<file path="config.mk">
export PLATFORM = sky130hd
export DESIGN_NAME = phase_acc_bank_flat
export DESIGN_NICKNAME = d
export VERILOG_FILES = /design/src/rtl/phase_acc_if.sv /design/src/rtl/phase_acc_bank.sv /design/src/flat_wrapper.sv
export SDC_FILE = /design/constraint.sdc
export NUM_CORES = 1
export LEC_CHECK = 0
export ABC_CLOCK_PERIOD_IN_PS = 4500
export CORE_ASPECT_RATIO = 2
export CORE_MARGIN = 5
export CORE_UTILIZATION = 59
export DETAILED_ROUTE_END_ITERATION = 8
export PLACE_DENSITY = 0.87
export REMOVE_ABC_BUFFERS = 1
export SLEW_MARGIN = 25
export SYNTH_ARGS = -nofsm -noshare
export SYNTH_HDL_FRONTEND = slang
export SYNTH_SLANG_ARGS = --single-unit
</file>
<file path="constraint.sdc">
create_clock -name sys_clk -period 4.5 [get_ports sys_clk]
set_input_delay 0.9 -clock sys_clk [delete_from_list [all_inputs] [get_ports sys_clk]]
set_output_delay 0.9 -clock sys_clk [all_outputs]
set_load 0.01 [all_outputs]
</file>
<file path="src/rtl/phase_acc_if.sv">
// Shadow-register write bus for phase_acc_bank: per-channel writes, commit strobe, pending status.
interface phase_acc_if #(
  parameter int unsigned CHW = 2,
  parameter int unsigned PW  = 19
);
  logic           wr_en;
  logic [1:0]     wr_sel;
  logic [CHW-1:0] wr_ch;
  logic [PW-1:0]  wr_data;
  logic           commit;
  logic           pending;

  modport master (output wr_en, wr_sel, wr_ch, wr_data, commit, input pending);
  modport slave  (input wr_en, wr_sel, wr_ch, wr_data, commit, output pending);
endinterface

</file>
<file path="src/rtl/phase_acc_bank.sv">
// Multi-channel NCO phase-accumulator bank with double-buffered increment/offset/mode registers.
// Optional output dither (LFSR low bits added to phase) enabled by defining PHASE_DITHER_EN.
module phase_acc_bank #(
  parameter int unsigned NCH = 4,
  parameter int unsigned CHW = 2,
  parameter int unsigned PW  = 19,
  parameter int unsigned DW  = 4
) (
  input  logic              sys_clk,
  input  logic              rst_n,
  input  logic              ce_slow,
  input  logic              phase_sync,
  phase_acc_if.slave        cfg,
  output logic [NCH*PW-1:0] phase_out,
  output logic [NCH*PW-1:0] phase_inv_out,
  output logic [NCH-1:0]    phase_stb,
  output logic [NCH-1:0]    wrap
);

  localparam logic [1:0] SEL_INC  = 2'd0;
  localparam logic [1:0] SEL_OFF  = 2'd1;
  localparam logic [1:0] SEL_MODE = 2'd2;

  logic          wr_ok;
  logic          pending_q;
  logic [DW-1:0] dither;

  assign wr_ok       = cfg.wr_en && (cfg.wr_sel != 2'd3) && (32'(cfg.wr_ch) < NCH);
  assign cfg.pending = pending_q;

  // A write in the commit cycle lands in shadow after the copy, so pending stays set.
  always_ff @(posedge sys_clk) begin
    if (!rst_n)         pending_q <= 1'b0;
    else if (wr_ok)     pending_q <= 1'b1;
    else if (cfg.commit) pending_q <= 1'b0;
  end

`ifdef PHASE_DITHER_EN
  logic [15:0] lfsr;

  // Fibonacci LFSR, taps 16,14,13,11
  always_ff @(posedge sys_clk) begin
    if (!rst_n) lfsr <= 16'hACE1;
    else        lfsr <= {lfsr[14:0], lfsr[15] ^ lfsr[13] ^ lfsr[12] ^ lfsr[10]};
  end
  assign dither = lfsr[DW-1:0];
`else
  assign dither = '0;
`endif

  for (genvar k = 0; k < int'(NCH); k++) begin : g_ch
    localparam int unsigned CH = k;

    logic [PW-1:0] acc, sh_inc, sh_off, act_inc, act_off, ph, ph_q, inv_q;
    logic [1:0]    sh_mode, act_mode;
    logic [PW:0]   sum;
    logic          adv, stb_q, wrap_q, wr_here;

    always_comb begin
      adv     = !act_mode[1] && (!act_mode[0] || ce_slow);
      sum     = {1'b0, acc} + {1'b0, act_inc};
      ph      = acc + act_off + PW'(dither);
      wr_here = wr_ok && (cfg.wr_ch == CHW'(CH));
    end

    always_ff @(posedge sys_clk) begin
      if (!rst_n) begin
        acc      <= '0;
        sh_inc   <= '0;
        sh_off   <= '0;
        sh_mode  <= '0;
        act_inc  <= '0;
        act_off  <= '0;
        act_mode <= '0;
        ph_q     <= '0;
        inv_q    <= '0;
        stb_q    <= 1'b0;
        wrap_q   <= 1'b0;
      end else begin
        // phase_sync overrides both advance and hold
        if (phase_sync) begin
          acc    <= '0;
          stb_q  <= 1'b0;
          wrap_q <= 1'b0;
        end else if (adv) begin
          acc    <= sum[PW-1:0];
          stb_q  <= 1'b1;
          wrap_q <= sum[PW];
        end else begin
          stb_q  <= 1'b0;
          wrap_q <= 1'b0;
        end
        ph_q  <= ph;
        inv_q <= -ph;
        if (cfg.commit) begin
          act_inc  <= sh_inc;
          act_off  <= sh_off;
          act_mode <= sh_mode;
        end
        if (wr_here) begin
          case (cfg.wr_sel)
            SEL_INC:  sh_inc  <= cfg.wr_data;
            SEL_OFF:  sh_off  <= cfg.wr_data;
            SEL_MODE: sh_mode <= cfg.wr_data[1:0];
            default:  ;
          endcase
        end
      end
    end

    assign phase_out[k*PW +: PW]     = ph_q;
    assign phase_inv_out[k*PW +: PW] = inv_q;
    assign phase_stb[k]              = stb_q;
    assign wrap[k]                   = wrap_q;
  end

endmodule

</file>
<file path="src/flat_wrapper.sv">
// flat-port wrapper written by rule: the top's interface ports become plain ports
module phase_acc_bank_flat 
#(
  parameter int unsigned NCH = 4,
  parameter int unsigned CHW = 2,
  parameter int unsigned PW  = 19,
  parameter int unsigned DW  = 4
)
  (sys_clk, rst_n, ce_slow, phase_sync, phase_out, phase_inv_out, phase_stb, wrap, cfg_wr_en, cfg_wr_sel, cfg_wr_ch, cfg_wr_data, cfg_commit, cfg_pending);
  phase_acc_if #(.CHW(CHW), .PW(PW)) cfg_i ();
  input  logic sys_clk;
  input  logic rst_n;
  input  logic ce_slow;
  input  logic phase_sync;
  output logic [NCH*PW-1:0] phase_out;
  output logic [NCH*PW-1:0] phase_inv_out;
  output logic [NCH-1:0] phase_stb;
  output logic [NCH-1:0] wrap;
  input wire logic [$bits(cfg_i.wr_en)-1:0] cfg_wr_en;
  input wire logic [$bits(cfg_i.wr_sel)-1:0] cfg_wr_sel;
  input wire logic [$bits(cfg_i.wr_ch)-1:0] cfg_wr_ch;
  input wire logic [$bits(cfg_i.wr_data)-1:0] cfg_wr_data;
  input wire logic [$bits(cfg_i.commit)-1:0] cfg_commit;
  output wire logic [$bits(cfg_i.pending)-1:0] cfg_pending;
  assign cfg_i.wr_en = cfg_wr_en;
  assign cfg_i.wr_sel = cfg_wr_sel;
  assign cfg_i.wr_ch = cfg_wr_ch;
  assign cfg_i.wr_data = cfg_wr_data;
  assign cfg_i.commit = cfg_commit;
  assign cfg_pending = cfg_i.pending;
  phase_acc_bank #(.NCH(NCH), .CHW(CHW), .PW(PW), .DW(DW)) u_core (.sys_clk(sys_clk), .rst_n(rst_n), .ce_slow(ce_slow), .phase_sync(phase_sync), .cfg(cfg_i), .phase_out(phase_out), .phase_inv_out(phase_inv_out), .phase_stb(phase_stb), .wrap(wrap));
endmodule
</file>
==> results.tsv <==
stage	metric	value	unit
status	status	finished, final reports clean	
hold_path	hp-class	reg2reg	
synth	synth_warnings	0	
setup_path	critical_path_class	reg2reg	
global_route	gr-usage-all-layers	0.2540	
clock_network	h-tree-depth	2	
sta	drv_slew	0	
setup_path	path_cells	ha_1 -> fa_1 -> a21o_1 -> a21oi_1 -> o211ai_1 -> xnor2_1 -> nand4_1 -> nor4_1 -> o211ai_1 -> nor3_1 -> mux2_2	
finish	finalNonFillerCells	3819	
floorplan	start_util	0.5924	
synth	synth_seq_area_share	0.4178	
detailed_routing	postRouteAntennaNets	0	
pwr	power	0.009797	W
setup_path	cp_max_fo	4	
place	pre_cts_ws	0.5868	ns
clock_network	path_clk_slew	0.06	ns
detailed_routing	num_vias	22350	
clock_network	cts_sinks	553	
global_route	gr-total-overflow	0	
floorplan	die_y	309.7	um
place	hpwl	45700	um
setup_path	crit_required	4.95	ns
synth	synthCells	3126	
setup_path	crit_top_cell	o211ai_1	
synth	synth-seq-cells	553	
pwr	power_density	323.5	nW/um^2
sta	clock.fmax	0.2496	GHz
sta	max_slew.worst_pin.slew	0.9241	ns
clock_network	ctsHoldBuffers	0	
sta	finalSetupViolCount	0	
synth	syn_area	26500	um^2
clock_network	post_cts_buffers	0	
setup_path	worst_path_max_delay_cell	nor4_1	
setup_path	cp.arrival	4.46	ns
detailed_routing	via_per_inst	5.853	
place	gp_congestion	0.9423	
clock_network	cts_tree	built	
setup_path	crit_path_max_incr_delay	0.67	ns
detailed_routing	routed_wl	65380	um
global_route	grt_first_pass_wirelength	105800	um
detailed_routing	drt_iter0_markers	1546	
floorplan	die_w	159.9	um
global_route	use_met2	0.4623	
pwr	power_leakage	12.58	nW
finish	drive_above_1_share	0.04420	
pwr	irDropWorstVdd	0.3772	mV
sta	setup_ws	0.4931	ns
global_route	antenna_found_initial	0	
global_route	grt_max_degree	145	
global_route	grt_pass1_vias	21540	
place	numPortBuffers	189	
synth	syn-mean-instance-area	8.477	um^2
floorplan	ios	190	
global_route	gr-usage-met1	0.2973	
floorplan	coreArea	44730	um^2
finish	stdcell_area	30280	um^2
synth	synth_edf_count	0	
global_route	gr-usage-met3	0.03190	
sta	hold_viol	0	
finish	fin_nets	3410	
floorplan	std_cell_rows	110	
sta	finClkSkew	0.02252	ns
detailed_routing	wire_per_inst	17.12	um
floorplan	fp.dieArea	49510	um^2
place	dp.cells	3733	
place	placed_area	28660	um^2
synth	synth-async-reset-ratio	0	
clock_network	cts_resized	0	
sta	rsz0062_at_grt	no	
flow_run	maxCapViolations	0	
clock_network	clk_latency	0.57	ns
setup_path	crit_path_start_kind	flop	
sta	finalCritPeriodShare	0.8904	
clock_network	clock_path_buffers	3	
sta	fin_crit	4.007	ns
global_route	grt_busiest_layer	met2	
clock_network	cts_root_buffer	clkbuf_16	
synth	ys.flop_type	dfxtp_1	
synth	synth_cell_type_count	77	
finish	area_growth	14.27	%
detailed_routing	drt_first_pass_iters	6	
setup_path	rrSetupSlack	0.49	ns
sta	setup_tns	0	ns
clock_network	cts_made_buffers	46	
detailed_routing	drc_errors	0	
setup_path	critPathCaptureType	flop	
sta	relSlewSlack	0.3820	
logic make-up after synthesis:
group / share of synthesized area
multiplexers: 0.06488
flip-flops: 0.4178
adder cells (fa/ha/maj): 0.07781
XOR/XNOR: 0.04429
AND/OR/NAND/NOR: 0.2024
AO/OA/AOI/OAI: 0.1561
buffers and inverters: 0.03678
flip-flops by register name, summed over array words and instances, names as in the netlist:
signal                cells
u_core.cfg.pending        1
u_core.g_ch.acc          76
u_core.g_ch.act_inc      76
u_core.g_ch.act_mode      8
u_core.g_ch.act_off      76
u_core.g_ch.inv_q        76
u_core.g_ch.ph_q         72
u_core.g_ch.sh_inc       76
u_core.g_ch.sh_mode       8
u_core.g_ch.sh_off       76
u_core.g_ch.stb_q         4
u_core.g_ch.wrap_q        4
area by class of cell:
class	count	area, um^2
multi-input combinational	2333	14490
fill	3390	14450
sequential	553	11070
timing repair buffer	213	2121
clock buffer	70	1403
tap	560	700.7
inverter	74	285.3
clock inverter	15	214.0
antenna	1	2.502
synth_stat cells, drive strengths merged, types with 16 or more instances:
| cell type | number | area share |
|---|---|---|
| dfxtp | 553 | 0.42 |
| nand2 | 458 | 0.065 |
| nor2 | 357 | 0.051 |
| a21oi | 312 | 0.059 |
| mux2i | 165 | 0.062 |
| ha | 152 | 0.072 |
| clkbuf | 130 | 0.019 |
| o21ai | 97 | 0.018 |
| nor3 | 92 | 0.018 |
| xnor2 | 76 | 0.025 |
| inv | 72 | 0.010 |
| and2 | 61 | 0.014 |
| xor2 | 58 | 0.019 |
| nand3 | 55 | 0.010 |
| a21o | 50 | 0.014 |
| buf | 36 | 0.0072 |
| a211oi | 35 | 0.010 |
| o21a | 29 | 0.0082 |
| or3 | 29 | 0.0068 |
| nor2b | 22 | 0.0052 |
| and3 | 19 | 0.0045 |
| o211ai | 18 | 0.0051 |
| or2 | 17 | 0.0040 |
| nand3b | 16 | 0.0045 |
routing by layer:
layer | wire length [um] | vias to the layer above
met5 | 0 | -
met4 | 3179 | 0
met3 | 3445 | 185
met2 | 32540 | 743
met1 | 26220 | 10400
li1 | - | 11030
where the power goes:
part	internal (W)	leakage, nW	switching [W]
Clock	0.00244	0.798	0.00181
Sequential	0.00496	4.46	0.0000290
Combinational	0.000216	7.32	0.000344
final timing paths:
kind                               end  cells after the start                       from
max           u_core.g_ch[1].inv_q[18]                     11      u_core.g_ch[1].acc[0]
min          u_core.g_ch[0].sh_off[17]                      2  u_core.g_ch[0].sh_off[17]
max reg2reg   u_core.g_ch[1].inv_q[18]                     11      u_core.g_ch[1].acc[0]
min reg2reg  u_core.g_ch[0].sh_off[17]                      2  u_core.g_ch[0].sh_off[17]
layout by cell type, fill, tap and decap left out, types with 47 or more instances in the layout:
cell type / instances
nand2_1: 458
clkbuf_16: 47
nand3_1: 55
ha_1: 152
dfxtp_1: 553
nor3_1: 87
xnor2_1: 76
a21oi_1: 312
o21ai_0: 93
mux2i_1: 165
nor2_1: 356
inv_1: 72
xor2_1: 58
clkdlybuf4s50_1: 187
and2_1: 61
a21o_1: 50
through the flow:
stage	hold WS, ns	utilization
global route	0.4644	0.6769
global placement	0.4408	0.6406
detailed placement	0.4461	0.6408
finish	0.4540	0.6770
floorplan	0.4360	-
CTS	0.4557	0.6769
critical path, delay by kind of cell (launching register included):
| kind | cells | cell delay [ns] |
|---|---|---|
| compound gates | 4 | 1.02 |
| flops | 1 | 0.33 |
| mux | 1 | 0.36 |
| simple gates | 3 | 1.13 |
| fa+ha+maj | 2 | 0.72 |
| xor+xnor | 1 | 0.34 |
Note: power is estimated with default switching activity, not from simulation.
